<file path="config.mk">
export PLATFORM = sky130hd
export DESIGN_NAME = motor_drive_seq
export DESIGN_NICKNAME = d
export VERILOG_FILES = /design/src/rtl/motor_pkg.sv /design/src/rtl/pwm_gen.sv /design/src/rtl/motor_drive_seq.sv
export SDC_FILE = /design/constraint.sdc
export NUM_CORES = 1
export LEC_CHECK = 0
export BUFFER_PORTS_ARGS = -buffer_cell sky130_fd_sc_hd__buf_4
export CAP_MARGIN = 10
export CORE_MARGIN = 2
export CORE_UTILIZATION = 46
export DETAILED_ROUTE_END_ITERATION = 6
export GPL_ROUTABILITY_DRIVEN = 0
export MAX_ROUTING_LAYER = met4
export PLACE_DENSITY_LB_ADDON = 0.25
export SETUP_SLACK_MARGIN = 0.1
export SYNTH_ARGS = -nofsm -noshare
export SYNTH_HDL_FRONTEND = slang
export SYNTH_SLANG_ARGS = --single-unit
</file>
<file path="constraint.sdc">
create_clock -name clk -period 3.46 [get_ports clk]
set_input_delay 0.692 -clock clk [delete_from_list [all_inputs] [get_ports clk]]
set_output_delay 0.692 -clock clk [all_outputs]
set_load 0.005 [all_outputs]
</file>
<file path="src/rtl/motor_pkg.sv">
// motor_pkg: shared types and constants for the motor_drive_seq H-bridge
// sequencer. Holds the FSM state encoding, duty constants and the decoder
// that turns one switch bank into a duty value.
package motor_pkg;

    typedef enum logic [1:0] {
        IDLE  = 2'd0,
        RUN   = 2'd1,
        DECEL = 2'd2,
        DEAD  = 2'd3
    } state_t;

    localparam int DUTY_W    = 7;
    localparam int DUTY_MAX  = 100;
    localparam int PWM_STEPS = 100;

    localparam logic [DUTY_W-1:0] DUTY_100 = DUTY_W'(DUTY_MAX);
    localparam logic [DUTY_W-1:0] DUTY_75  = 7'd75;
    localparam logic [DUTY_W-1:0] DUTY_50  = 7'd50;
    localparam logic [DUTY_W-1:0] DUTY_25  = 7'd25;

    // Highest set switch index wins; [0]=100 %, [3]=25 %, all clear = 0 %.
    function automatic logic [DUTY_W-1:0] bank_to_duty(input logic [3:0] bank);
        logic [DUTY_W-1:0] duty;
        if (bank[3])      duty = DUTY_25;
        else if (bank[2]) duty = DUTY_50;
        else if (bank[1]) duty = DUTY_75;
        else if (bank[0]) duty = DUTY_100;
        else              duty = '0;
        return duty;
    endfunction

endpackage

</file>
<file path="src/rtl/pwm_gen.sv">
// pwm_gen: PWM engine for one bridge channel. A prescaler divides clk into
// PWM steps, a step counter runs 0..PWM_STEPS-1, o_boundary strobes on the
// cycle the counter wraps, and the output compare is registered.
module pwm_gen
    import motor_pkg::*;
#(
    parameter int unsigned PWM_PRESC = 40
)(
    input  logic              clk,
    input  logic              rst,
    input  logic [DUTY_W-1:0] i_duty,
    input  logic              i_force,
    output logic              o_boundary,
    output logic              o_pwm
);

    localparam int unsigned       PRESC_W    = (PWM_PRESC > 1) ? $clog2(PWM_PRESC) : 1;
    localparam logic [PRESC_W-1:0] PRESC_LAST = PRESC_W'(PWM_PRESC - 1);
    localparam logic [DUTY_W-1:0]  STEP_LAST  = DUTY_W'(PWM_STEPS - 1);

    logic [PRESC_W-1:0] r_presc;
    logic [DUTY_W-1:0]  r_step;
    logic               r_pwm;
    logic               w_step_adv;

    assign w_step_adv = (r_presc == PRESC_LAST);
    assign o_boundary = w_step_adv && (r_step == STEP_LAST);
    assign o_pwm      = r_pwm;

    // Prescaler, step counter and registered duty compare.
    always_ff @(posedge clk) begin
        // NOTE: sequential state uses non-blocking assignments only, so every
        // flop samples the pre-edge values regardless of statement order.
        if (rst) begin
            r_presc <= '0;
            r_step  <= '0;
            r_pwm   <= 1'b0;
        end else begin
            r_presc <= w_step_adv ? '0 : r_presc + PRESC_W'(1);
            if (w_step_adv) begin
                r_step <= (r_step == STEP_LAST) ? '0 : r_step + DUTY_W'(1);
            end
            r_pwm <= i_force || (r_step < i_duty);
        end
    end

endmodule

</file>
<file path="src/rtl/motor_drive_seq.sv">
// motor_drive_seq: sequences one L298 H-bridge channel from forward/reverse
// switch banks. Synchronises and decodes the switches, ramps the duty toward
// the target, decelerates to zero and waits a dead time before reversing.
// Optional feature: define MOTOR_BRAKE_EN to drive fast brake (in1=in2=1,
// pwm high) in IDLE and DEAD instead of coasting.
module motor_drive_seq
    import motor_pkg::*;
#(
    parameter int unsigned PWM_PRESC   = 40,
    parameter int unsigned RAMP_DIV    = 100000,
    parameter int unsigned DEAD_CYC    = 500000,
    parameter int unsigned SYNC_STAGES = 2
)(
    input  logic              clk,
    input  logic              rst,
    input  logic [3:0]        sw_fwd,
    input  logic [3:0]        sw_rev,
    output logic              in1,
    output logic              in2,
    output logic              pwm_out,
    output logic [DUTY_W-1:0] duty_cur,
    output logic              dir_cur,
    output logic              busy,
    output logic              conflict
);

    localparam int unsigned       RAMP_W    = (RAMP_DIV > 1) ? $clog2(RAMP_DIV) : 1;
    localparam int unsigned       DEAD_W    = (DEAD_CYC > 1) ? $clog2(DEAD_CYC) : 1;
    localparam logic [RAMP_W-1:0] RAMP_LAST = RAMP_W'(RAMP_DIV - 1);
    localparam logic [DEAD_W-1:0] DEAD_LAST = DEAD_W'(DEAD_CYC - 1);

    logic [3:0]        r_sync_fwd [SYNC_STAGES];
    logic [3:0]        r_sync_rev [SYNC_STAGES];
    logic [RAMP_W-1:0] r_ramp_cnt;
    logic [DEAD_W-1:0] r_dead_cnt;
    logic [DUTY_W-1:0] r_duty_ramp;
    logic [DUTY_W-1:0] r_duty_cur;
    state_t            r_state;
    logic              r_dir_cur;
    logic              r_in1;
    logic              r_in2;
    logic              r_busy;

    logic [3:0]        w_fwd_bank;
    logic [3:0]        w_rev_bank;
    logic [DUTY_W-1:0] w_tgt_duty;
    logic              w_tgt_dir;
    logic              w_conflict;
    logic [DUTY_W-1:0] w_ramp_goal;
    logic [DUTY_W-1:0] w_ramp_next;
    logic              w_ramp_tick;
    logic              w_dead_done;
    logic              w_boundary;
    logic              w_pwm;
    state_t            w_state_next;
    logic              w_dir_next;
    logic              w_in1_next;
    logic              w_in2_next;
    logic              w_force;

    assign w_fwd_bank  = r_sync_fwd[SYNC_STAGES-1];
    assign w_rev_bank  = r_sync_rev[SYNC_STAGES-1];
    assign w_ramp_tick = (r_ramp_cnt == RAMP_LAST);
    assign w_dead_done = (r_state == DEAD) && (r_dead_cnt == DEAD_LAST);

    // Pick target duty/direction from the synchronised banks.
    always_comb begin
        // NOTE: every combinational output gets a default first so no path
        // leaves it unassigned and no latch is inferred.
        w_tgt_duty = '0;
        w_tgt_dir  = r_dir_cur;
        w_conflict = (w_fwd_bank != 4'd0) && (w_rev_bank != 4'd0);
        if (w_fwd_bank != 4'd0 && w_rev_bank == 4'd0) begin
            w_tgt_duty = bank_to_duty(w_fwd_bank);
            w_tgt_dir  = 1'b1;
        end else if (w_rev_bank != 4'd0 && w_fwd_bank == 4'd0) begin
            w_tgt_duty = bank_to_duty(w_rev_bank);
            w_tgt_dir  = 1'b0;
        end
    end

    // Ramp one step toward the goal on each tick; only RUN in the current
    // direction ramps up, every other case heads to zero.
    always_comb begin
        w_ramp_goal = '0;
        if (r_state == RUN && w_tgt_dir == r_dir_cur) begin
            w_ramp_goal = w_tgt_duty;
        end
        w_ramp_next = r_duty_ramp;
        if (w_ramp_tick) begin
            if (r_duty_ramp < w_ramp_goal)      w_ramp_next = r_duty_ramp + DUTY_W'(1);
            else if (r_duty_ramp > w_ramp_goal) w_ramp_next = r_duty_ramp - DUTY_W'(1);
        end
    end

    // Next-state and next-direction logic.
    always_comb begin
        w_state_next = r_state;
        w_dir_next   = r_dir_cur;
        case (r_state)
            IDLE: begin
                if (w_tgt_duty != '0) begin
                    w_state_next = RUN;
                    w_dir_next   = w_tgt_dir;
                end
            end
            RUN: begin
                if (w_tgt_duty != '0 && w_tgt_dir != r_dir_cur) begin
                    w_state_next = DECEL;
                end else if (w_tgt_duty == '0 && r_duty_cur == '0 && r_duty_ramp == '0) begin
                    w_state_next = IDLE;
                end
            end
            DECEL: begin
                if (w_tgt_duty != '0 && w_tgt_dir == r_dir_cur) begin
                    w_state_next = RUN;
                end else if (w_boundary && r_duty_cur == '0 && r_duty_ramp == '0) begin
                    w_state_next = DEAD;
                end
            end
            DEAD: begin
                if (w_dead_done) begin
                    w_dir_next   = w_tgt_dir;
                    w_state_next = (w_tgt_duty != '0) ? RUN : IDLE;
                end
            end
            default: w_state_next = IDLE;
        endcase
    end

    // Bridge pin and PWM-force decode from the next state, so pins switch on
    // the same edge as the state.
    always_comb begin
        w_in1_next = 1'b0;
        w_in2_next = 1'b0;
        w_force    = 1'b0;
        case (w_state_next)
            RUN, DECEL: begin
                w_in1_next = w_dir_next;
                w_in2_next = ~w_dir_next;
            end
            default: begin
`ifdef MOTOR_BRAKE_EN
                w_in1_next = 1'b1;
                w_in2_next = 1'b1;
                w_force    = 1'b1;
`else
                w_in1_next = 1'b0;
                w_in2_next = 1'b0;
                w_force    = 1'b0;
`endif
            end
        endcase
    end

    // Switch synchronisers.
    always_ff @(posedge clk) begin
        // NOTE: the synchroniser chain is cleared on reset so a stale switch
        // value cannot launch the motor straight out of reset.
        if (rst) begin
            for (int i = 0; i < SYNC_STAGES; i++) begin
                r_sync_fwd[i] <= '0;
                r_sync_rev[i] <= '0;
            end
        end else begin
            r_sync_fwd[0] <= sw_fwd;
            r_sync_rev[0] <= sw_rev;
            for (int i = 1; i < SYNC_STAGES; i++) begin
                r_sync_fwd[i] <= r_sync_fwd[i-1];
                r_sync_rev[i] <= r_sync_rev[i-1];
            end
        end
    end

    // Ramp/dead timers, duty registers, FSM state and registered pins.
    always_ff @(posedge clk) begin
        if (rst) begin
            r_ramp_cnt  <= '0;
            r_dead_cnt  <= '0;
            r_duty_ramp <= '0;
            r_duty_cur  <= '0;
            r_state     <= IDLE;
            r_dir_cur   <= 1'b1;
            r_in1       <= 1'b0;
            r_in2       <= 1'b0;
            r_busy      <= 1'b0;
        end else begin
            r_ramp_cnt  <= w_ramp_tick ? '0 : r_ramp_cnt + RAMP_W'(1);
            r_dead_cnt  <= (r_state == DEAD) ? r_dead_cnt + DEAD_W'(1) : '0;
            r_duty_ramp <= w_ramp_next;
            if (w_boundary) begin
                r_duty_cur <= w_ramp_next;
            end
            r_state   <= w_state_next;
            r_dir_cur <= w_dir_next;
            r_in1     <= w_in1_next;
            r_in2     <= w_in2_next;
            r_busy    <= (w_state_next == DECEL) || (w_state_next == DEAD);
        end
    end

    pwm_gen #(
        .PWM_PRESC (PWM_PRESC)
    ) u_pwm_gen (
        .clk        (clk),
        .rst        (rst),
        .i_duty     (r_duty_cur),
        .i_force    (w_force),
        .o_boundary (w_boundary),
        .o_pwm      (w_pwm)
    );

    assign in1      = r_in1;
    assign in2      = r_in2;
    assign pwm_out  = w_pwm;
    assign duty_cur = r_duty_cur;
    assign dir_cur  = r_dir_cur;
    assign busy     = r_busy;
    assign conflict = w_conflict;

endmodule
</file>
==> flow_metrics.tcl <==
set metrics [dict create \
    worstPathRequired_ns 3.72 \
    maxCapViolCount 0 \
    r2r-start "r_sync_rev[0][7]" \
    critPathArrivalTime_ns 3.64 \
    nets 565 \
    final_cells 648 \
    synthesis.nets 531 \
    globalRouteMet1Util 0.256 \
    synth_top_area_share 0.391 \
    holdCritPathClass "flip-flop to flip-flop" \
    netlist_area_um2 4350 \
    grt_pass1_wl_um 15500 \
    clkSlewWorstSetupHoldPaths_ns 0.08 \
    hold_start "r_sync_fwd[0][0]" \
    syn_to_final_growth_pct 15.0 \
    synthArstFlopShare 0 \
    rsz0062_at_grt "yes" \
    fillers 888 \
    cts_tree "built" \
    cp_slowest_stage_delay_ns 0.55 \
    final-setup-viol-count 0 \
    seq_area_um2 1700 \
    setup_tns_ns 0 \
    cp_cell_sequence "or4_4 -> nand3_2 -> o211ai_1 -> or3_1 -> ha_1 -> a21o_1 -> a21o_1 -> a2111oi_4 -> nor3_4 -> mux2_4 -> or4_1 -> o311ai_1" \
    syn_inst 499 \
    ys_top_cells_by_area "dfxtp_1 (39%), ha_1 (6.3%), nor2_1 (6.2%)" \
    wl_per_cell_um 13.9 \
    ctsRootBufferMaster "clkbuf_8" \
    peakVddDrop_uv 187 \
    slowest_stage "or4_4" \
    core_area_um2 9200 \
    drt_first_pass_iters 5 \
    synth-seq-area-share 0.391 \
    n_antenna_cell 0 \
    h-tree-depth 3 \
    cts_buffers 9 \
    relSlewSlack 0.282 \
    worst_slew_pin_slew_ns 1.07 \
    port_buffers 22 \
    leakagePower_nw 1.89 \
    p_per_area_nw_per_um2 407 \
    wl_um 9030 \
    placedCellCount 628 \
    synth_edf_count 0 \
    timing.fmax_ghz 0.296 \
    crit_top_cell "a21o_1" \
    post-dp-hpwl_um 6340 \
    ys_seq_elements 85 \
    yosysUniqueCellTypes 56 \
    ys_warn_count 0 \
    clk_latency_ns 0.36 \
    cts_buffer_depth 2 \
    final_cell_mix "dfxtp_1 (85), nor2_1 (72), buf_4 (42)" \
    die_w_um 101 \
    crit_type "flip-flop to flip-flop" \
    grtUsageMet2 0.287 \
    crit_path_end_kind "flip-flop" \
    grt_usage 0.194 \
    grt_pass1_vias 3427 \
    outcome "finished clean" \
    grt_busiest_layer "met2" \
    rows 35 \
    final_max_slew_viol_count 0 \
    multiInputGateArea_um2 2570 \
    grt_use_met3 0.0442 \
    avgSynthCellArea_um2 8.71 \
    io_pins 23 \
    period_needed_ns 3.38 \
    cts_sinks 85 \
    remaining_drc_errors 0 \
    startpoint_type "flip-flop" \
    drt_iter0_markers 149 \
    grt_max_degree 48 \
    ys_dominant_reg_cell "dfxtp_1" \
    drt-vias-per-instance 5.59 \
    layout_commonest_cell "dfxtp_1" \
    cp-startpoint "r_sync_rev[0][7]" \
    gr-total-overflow 0 \
    finalCritPeriodShare 0.976 \
    hold_violations 0 \
    grt_antenna_before_repair 0 \
    crit_fanout 4 \
    vias 3623 \
    skew_ns 0.00959 \
    drive_gt1_frac 0.143 \
    initial_utilization 0.473 \
    die_h_um 101 \
    synth_top_cell_by_area "dfxtp_1" \
    postRouteAntennaNets 0 \
    dieArea_um2 10200 \
]
[synth_stat cells, types with 9 or more instances]
cell,n
nor2_1,72
nand3_1,27
nand4_1,19
nand2_1,31
xor2_1,29
ha_1,22
nor2b_1,20
xnor2_1,17
inv_1,22
clkbuf_1,14
nor3_1,11
dfxtp_1,85
a21oi_1,11
o21ai_0,11
and3_1,9
[metrics by stage]
| step | utilization | area, um2 | hold slack [ns] | total power, mW | setup WS, ns |
|---|---|---|---|---|---|
| floorplan | - | 4380 | 0.414 | 1.26 | 0.101 |
| finish | 0.544 | 5000 | 0.437 | 2.03 | 0.0813 |
| global route | 0.544 | 5000 | 0.453 | 2.14 | -0.136 |
| global placement | 0.512 | 4710 | 0.425 | 1.34 | 0.0705 |
| detailed placement | 0.512 | 4710 | 0.424 | 1.34 | -0.0313 |
| CTS | 0.539 | 4960 | 0.435 | 2.05 | 0.0926 |
[routing by layer]
| layer | part of all wire | wire [um] | vias up |
|---|---|---|---|
| li1 | - | - | 1832 |
| met1 | 0.48 | 4330 | 1703 |
| met2 | 0.47 | 4220 | 77 |
| met3 | 0.038 | 340 | 11 |
| met4 | 0.016 | 142 | 0 |
| met5 | 0 | 0 | - |
[sequential cells by signal, indices dropped and copies added (netlist names)]
register,cells
r_dead_cnt,19
r_ramp_cnt,17
r_sync_fwd,8
r_sync_rev,8
duty_cur,7
r_duty_ramp,7
u_pwm_gen.r_step,7
u_pwm_gen.r_presc,6
r_state,2
dir_cur,1
in1,1
in2,1
u_pwm_gen.o_pwm,1
[cell families (layout without fill, tap and decap cells)]
| group | after synthesis | in the layout | share of synthesized area |
|---|---|---|---|
| buffers and inverters | 41 | 79 | 0.0380 |
| AOI/OAI and AO/OA | 66 | 66 | 0.112 |
| DFF | 85 | 85 | 0.391 |
| muxes | 9 | 9 | 0.0219 |
| adders and majority gates | 22 | 22 | 0.0633 |
| xor gates and xnor gates | 46 | 46 | 0.0927 |
| and+or+nand+nor | 230 | 230 | 0.281 |
[critical path: cells and delay by family, from the launching register on]
family,cells,cell delay (ns)
and+or+nand+nor,5,1.53
AOI/OAI and AO/OA,5,0.93
DFF,1,0.32
muxes,1,0.32
adders and majority gates,1,0.19
[where the power goes]
group	total [mW]	leakage, nW	internal, mW	switching, mW
Clock	0.685	0.0850	0.332	0.353
Sequential	1.03	0.690	1.00	0.0245
Combinational	0.318	1.11	0.152	0.167
[worst paths after layout]
kind	endpoint	slack [ns]	cells past startpoint
setup reg to reg	duty_cur[2]	0.08	12
hold reg to reg	r_sync_fwd[0][4]	0.44	1
setup / recovery	duty_cur[2]	0.08	12
hold / removal	r_sync_fwd[0][4]	0.44	1
[cell type report]
cell class | instances | area share
multi-input combinational | 373 | 0.514
sequential | 85 | 0.340
timing repair buffer | 42 | 0.0631
tap | 111 | 0.0278
clock buffer | 10 | 0.0255
inverter | 22 | 0.0165
clock inverter | 5 | 0.0123
[repair_timing]
| item | CTS | global route |
|---|---|---|
| resized for setup | 6 | 6 |
| hold buffers | 0 | 0 |
| pin swaps | 7 | 5 |
| setup endpoints to repair | 3 | 12 |
| buffers inserted | 3 | 2 |
Note: power is estimated with default switching activity, not from simulation.
